--- config.mk ---
export PLATFORM = sky130hd
export DESIGN_NAME = mem_access_ctrl
export DESIGN_NICKNAME = d
export VERILOG_FILES = /design/src/rtl/mem_access_ctrl.sv
export SDC_FILE = /design/constraint.sdc
export NUM_CORES = 1
export LEC_CHECK = 0
export BUFFER_PORTS_ARGS = -buffer_cell sky130_fd_sc_hd__buf_2
export CAP_MARGIN = 20
export CORE_MARGIN = 2
export CORE_UTILIZATION = 37
export CTS_CLUSTER_DIAMETER = 60
export DETAILED_ROUTE_END_ITERATION = 16
export PLACE_DENSITY = 0.78
export SYNTH_ARGS = -nofsm -noshare
export SYNTH_HDL_FRONTEND = slang
export SYNTH_SLANG_ARGS = --single-unit
export TNS_END_PERCENT = 30
--- constraint.sdc ---
create_clock -name clk -period 1.65 [get_ports clk]
set_clock_uncertainty 0.05 [all_clocks]
set_input_delay 0.33 -clock clk [delete_from_list [all_inputs] [get_ports clk]]
set_output_delay 0.33 -clock clk [all_outputs]
set_load 0.1 [all_outputs]
--- src/rtl/mem_access_ctrl.sv ---
// mem_access_ctrl: EXE/MEM data-memory sequencer with req/ack handshake, pipeline stall and MEM/WB register.
// Optional access timeout and sticky err flag enabled by defining MEM_TIMEOUT_EN.
module mem_access_ctrl #(
    parameter int DSIZE   = 32,
    parameter int ASIZE   = 5,
    parameter int TIMEOUT = 64,
    parameter int CNTW    = 16
) (
    input  logic             clk,
    input  logic             rst,
    input  logic             memRead_in,
    input  logic             memWrite_in,
    input  logic             memtoReg_in,
    input  logic             wen_in,
    input  logic [ASIZE-1:0] waddr_in,
    input  logic [DSIZE-1:0] alu_in,
    input  logic [DSIZE-1:0] rdata2_in,
    output logic             mem_req,
    output logic             mem_we,
    output logic [DSIZE-1:0] mem_addr,
    output logic [DSIZE-1:0] mem_wdata,
    input  logic             mem_ack,
    input  logic [DSIZE-1:0] mem_rdata,
    output logic             stall,
    output logic             wen_out,
    output logic [ASIZE-1:0] waddr_out,
    output logic [DSIZE-1:0] wb_data_out,
    output logic             err,
    output logic [CNTW-1:0]  stall_cnt
);
    typedef enum logic {IDLE, WAIT} state_t;
    state_t state;
    logic op, abort;
    assign op        = memRead_in | memWrite_in;
    assign mem_req   = !rst && (state == WAIT || op);
    assign mem_we    = mem_req & memWrite_in;
    assign mem_addr  = alu_in;
    assign mem_wdata = rdata2_in;
    assign stall     = mem_req && !mem_ack && !abort;
`ifdef MEM_TIMEOUT_EN
    localparam int TW = $clog2(TIMEOUT) > 0 ? $clog2(TIMEOUT) : 1;
    logic [TW-1:0] wait_cnt;
    // an ack on the last allowed cycle wins over the abort
    assign abort = state == WAIT && wait_cnt == TW'(TIMEOUT - 1) && !mem_ack;
    always_ff @(posedge clk or posedge rst)
        if (rst) begin
            wait_cnt <= '0;
            err      <= 1'b0;
        end else begin
            wait_cnt <= (state == WAIT) ? wait_cnt + 1'b1 : '0;
            if (abort) err <= 1'b1;
        end
`else
    assign abort = 1'b0;
    assign err   = 1'b0;
`endif
    always_ff @(posedge clk or posedge rst)
        if (rst) begin
            state       <= IDLE;
            wen_out     <= 1'b0;
            waddr_out   <= '0;
            wb_data_out <= '0;
            stall_cnt   <= '0;
        end else begin
            // stalled means the access is still outstanding, in either state
            state   <= stall ? WAIT : IDLE;
            wen_out <= !stall && !abort && wen_in;
            if (!stall) begin
                waddr_out   <= waddr_in;
                wb_data_out <= (memtoReg_in && memRead_in && !memWrite_in) ? mem_rdata : alu_in;
            end
            if (stall && stall_cnt != '1) stall_cnt <= stall_cnt + 1'b1;
        end
endmodule

# Word level (Yosys, flattened, before mapping)

Cells that the tools add are included.

Memories kept: 0
Output and inout bits: 122
Latch bits: 0
Word-level logic and storage cells: 22
Bits in registers: 55
Memory bits (read-only): 0
Input bits: 108
RAM bits: 0

Divide/modulo/power cells: 0
Bitwise logic cells: 2
Multiply operators: 0
Magnitude comparators: 0
Muxes and demuxes: 2
Add/sub/neg operators: 1
Shift operators: 0
Reductions and logical operators: 11
Eq/ne operators: 1

Operators with widths:

| operator              | count |
|---|---|
| $mux 32               | 1 |
| $add 16x1->16 const B | 1 |
| $ne 16x16->1 const B  | 1 |
| $logic_and 1x1->1     | 6 |
| $logic_not 1->1       | 4 |
| $and 1x1->1           | 1 |
| $logic_or 1x1->1      | 1 |
| $mux 1                | 1 |
| $or 1x1->1            | 1 |

# Longest topological paths before layout

Word-level depth: 6
Gate-level depth with buffers: 6
Gate-level depth less buffers: 5

# Worst setup path after synthesis

No wires, ideal clock.

Path kind: reg-to-reg
From: register stall_cnt[0]
To: register stall_cnt[1]
Required time: 1.473 ns
Buffers on the path: 0
Arrival: 2.257 ns
Clock period less this slack: 2.433 ns
Path slack: -0.783 ns
Stages on the path, launching flop included: 6
Library setup time: 0.127 ns
Cell sequence: dfrtp_1 -> ha_1 -> nand3_1 -> nor4_4 -> nor2_2 -> mux2_4

Cells in the longest elaborated chain, start to end: 2
Elaborated cells between the ends (all ways): 3
Classes of those cells: add/sub: 1; eq/ne: 1; reduce/logical: 1

Ends and longest elaborated chain:

| element                                                               | line | source |
|---|---|---|
| start, declared                                                       | 29   | `output logic [CNTW-1:0] stall_cnt` |
| start signal, assigned                                                | 72   | `if (stall && stall_cnt != '1) stall_cnt <= stall_cnt + 1'b1;` |
| parallel branches: the longest is 2 deep, another holds $add 16x1->16 | -    |  |

Several ways; the timed one is not identified.
A chain may end at the register's enable or synchronous reset.

# Worst setup path in the final report

From: register state
To: output stall

Cells in the longest elaborated chain, start to end: 3

Ends and longest elaborated chain:

| element                | line | source |
|---|---|---|
| start, declared        | 32   | `state_t state;` |
| start signal, assigned | 66   | `state <= stall ? WAIT : IDLE;` |
| $logic_or 1x1->1       | 35   | `assign mem_req = !rst && (state == WAIT \|\| op);` |
| $logic_and 1x1->1      | 35   |  |
| $logic_and 1x1->1      | 39   | `assign stall = mem_req && !mem_ack && !abort;` |
| end, declared          | 24   | `output logic stall,` |

No other way between the ends.

==> summary.txt <==
Power
  • Power per Cell Area: 1280 nW/um^2
  • Int Pwr: 0.00261 W
  • Pleak: 2.21 nW
  • NetSw: 0.00255 W
  • Clock power share: 19.8%
  • Sequential Power Share: 32.9%
  • Sw frac: 49.4%
  • Comb power frac: 47.3%
  • Maximum vdd drop: 639 uV

Floorplanning
  • Die ar.: 9010 um^2
  • Die width: 94.9 um
  • Core box area: 8090 um^2
  • Site row count: 33
  • Die height: 94.9 um
  • Starting density of the core: 37.8%
  • I/O pin cnt: 230

Synthesis
  • Sequential area share after synthesis: 45.0%
  • Yosys reg bits: 55
  • Top cells by area, synth: dfrtp_1 45%, buf_4 16%, mux2i_1 10%
  • Synthesized area per cell: 9.96 um^2
  • Syn_nets: 416
  • Cells after synthesis: 307
  • Netlist Area Pre-Place: 3060 um^2
  • Largest area contributor in the synthesized netlist: dfrtp_1
  • Netlist cell types: 40
  • Yosys top cell area share: 45.0%
  • Warnings, synthesis: 0

Global routing
  • GRT met1 Usage: 18.0%
  • GRT Max-Usage Layer: met2
  • Met3 Usage GRT: 2.87%
  • GRT met2 Usage: 25.3%
  • Vias in the first global route: 2240
  • Total Routing Usage GR: 14.7%
  • First-pass GRT wire length: 10.4 mm
  • GRT Residual Overflow: 0
  • Largest net degree at the start of global routing: 46
  • Initial antenna violation count: 0

Drt
  • 1st-iter DRT viols: 22
  • Drt pass-1 iters: 4
  • Post-DRT Antenna Nets: 0
  • DRC viols: 0
  • Total number of vias: 2512
  • WL/cell: 13.2 um
  • Drt total wl: 7.06 mm
  • Vias per inst: 4.69

Setup path
  • Reg2Reg Setup Slack: 0.02 ns
  • Crit path max fanout: 3
  • Crit end category: primary output
  • Worst Path Required: 1.27 ns
  • Largest stage delay, worst path: 0.39 ns
  • FF-to-FF path depth: 6
  • End of the worst register-to-register path: stall_cnt[12]
  • Critical-path top delay cell: dfrtp_1
  • Levels on crit path: 4
  • CP top delay family: simple AND/OR/NAND/NOR gates
  • WS Path Type: reg2out
  • Critical Path, Cell by Cell: or3_4, nand2_4, inv_4, buf_12
  • WP data arrival: 1.34 ns
  • Critical path endpoint: stall
  • CP startpoint: state
  • Worst path bufs/invs: 2
  • R2r startpoint: state
  • Worst Setup Start Kind: register

Placed design
  • Place WS: -0.0294 ns
  • Post-DP HPWL: 5.63 mm
  • Placer Congestion: 0.855
  • Port bufs: 164

Finish
  • Layout cells sized above 1: 55.5%
  • Number of fill cells: 773
  • Most common cell after layout, fill and taps aside: buf_2
  • P&R area growth vs syn: 31.9%
  • Nets: 539
  • ANT cells: 0
  • Most frequent cells in the layout: 156 x buf_2, 50 x nand2_1, 39 x dfrtp_1, 32 x mux2i_1, 30 x buf_4

Run
  • Max-Cap Viols: 0

Status
  • Failing checks: negative setup slack
  • Status: complete, but fails checks

STA
  • Final period utilization: 104%
  • Post-route minimum period: 1.72 ns
  • FMAX: 0.581 GHz
  • Relative max-transition margin: 66.0%
  • Final Hold Vio Count: 0
  • Hold slack final: 0.174 ns
  • Slack of the critical path: -0.0700 ns
  • RSZ-0062 raised after global routing: yes
  • Final setup violation count: 1
  • Slew Limit Fails: 0
  • Least-Margin Pin Slew: 0.514 ns

Clock tree
  • Clock sinks: 55
  • Clock root cell: clkbuf_8
  • Max H-tree Level: 2
  • Clk_lat worst skew: 0.30 ns
  • CTS buffer count: 5
  • Reg clk slew, reported paths: 0.10 ns
  • Clock tree from TritonCTS: built
  • Max clock buf depth: 2

Worst hold path
  • Min-Delay Path Class: in2async
-- cell families after synthesis --
logic type	synth area share [%]
other	0.123
flip-flops	45.0
multiplexers	11.7
buffers and inverters	18.0
adder cells (fa/ha/maj)	0.409
AO/OA/AOI/OAI	5.61
XOR/XNOR	3.44
AND/OR/NAND/NOR	15.7
-- routing by layer --
layer / up-vias / wire length (um) / part of all wire (%)
met5: - / 0 / 0
met4: 0 / 151 / 2.1
met3: 22 / 530 / 7.5
met2: 106 / 3580 / 51
met1: 1176 / 2790 / 40
li1: 1208 / - / -
-- cells in the mapped netlist, drive strengths merged --
cell    count
a21oi       1
a31oi       1
and2        1
and3        1
and4        1
buf        70
clkbuf      7
conb        1
dfrtp      55
ha          1
inv         3
mux2        3
mux2i      32
nand2      51
nand2b      1
nand3       5
nand3b      1
nand4       4
nand4b      1
nor2        4
nor2b       1
nor3        7
nor3b       2
nor4        6
nor4b       1
o21ai      32
or3         1
or3b        1
xnor2       1
xor2       11
-- per-stage QoR --
step / std cells / utilization (%) / TNS (ns) / cell area, um^2 / power [W]
6_report: 536 / 49.8 / -0.0700 / 4030 / 0.00516
2_1_floorplan: 307 / - / -9.01 / 3140 / 0.00406
5_1_grt: 536 / 49.8 / -0.271 / 4030 / 0.00539
4_1_cts: 534 / 49.3 / -0.0813 / 3990 / 0.00521
3_3_place_gp: 525 / 47.2 / -0.0157 / 3820 / 0.00412
3_5_place_dp: 525 / 47.2 / -0.0961 / 3820 / 0.00416
-- repair_timing --
item | 4_1_cts | 5_1_grt
setup buffers | 1 | 2
resized for setup | 8 | 5
endpoints found under the setup margin | 6 | 3
hold buffers | 0 | 0
-- power groups by stage --
stage | Clock, W | Sequential, W | Combinational [W]
floorplan | 0 | 0.00296 | 0.00111
global placement | 0 | 0.00172 | 0.00240
detailed placement | 0 | 0.00173 | 0.00243
CTS | 0.00106 | 0.00170 | 0.00245
global route | 0.00112 | 0.00173 | 0.00254
finish | 0.00102 | 0.00170 | 0.00244
-- how the worst min path moves through the flow --
stage                  from      endpoint  slack (ns)  depth (start not counted)
6_report                rst  waddr_out[3]        0.17                          4
4_1_cts         waddr_in[3]  waddr_out[3]        0.17                          3
3_5_place_dp   waddr_out[2]  waddr_out[2]        0.41                          2
2_1_floorplan   waddr_in[0]  waddr_out[0]        0.39                          2
3_3_place_gp   waddr_out[4]  waddr_out[4]        0.40                          2
5_1_grt         waddr_in[2]  waddr_out[2]        0.16                          3
-- layout make-up --
| class | count | area (um^2) | area share, % |
|---|---|---|---|
| Inverter | 3 | 13.8 | 0.341 |
| Clock buffer | 6 | 72.6 | 1.80 |
| Timing Repair Buffer | 193 | 1130 | 28.1 |
| Tap cell | 105 | 131 | 3.26 |
| Multi-Input combinational cell | 172 | 1220 | 30.4 |
| Clock inverter | 2 | 60.1 | 1.49 |
| Sequential cell | 55 | 1400 | 34.6 |
-- flip-flops by register name (all words and copies together), names as in the netlist --
signal,flops
stall_cnt,16
state,1
waddr_out,5
wb_data_out,32
wen_out,1
-- worst reg2reg max path: cells and delay by family (launching register included) --
| family | cells | cell delay [ns] |
|---|---|---|
| AND/OR/NAND/NOR | 3 | 0.48 |
| flip-flops | 1 | 0.36 |
| multiplexers | 1 | 0.36 |
| buffers and inverters | 2 | 0.28 |
No activity file was read; power rests on OpenSTA's default activity.
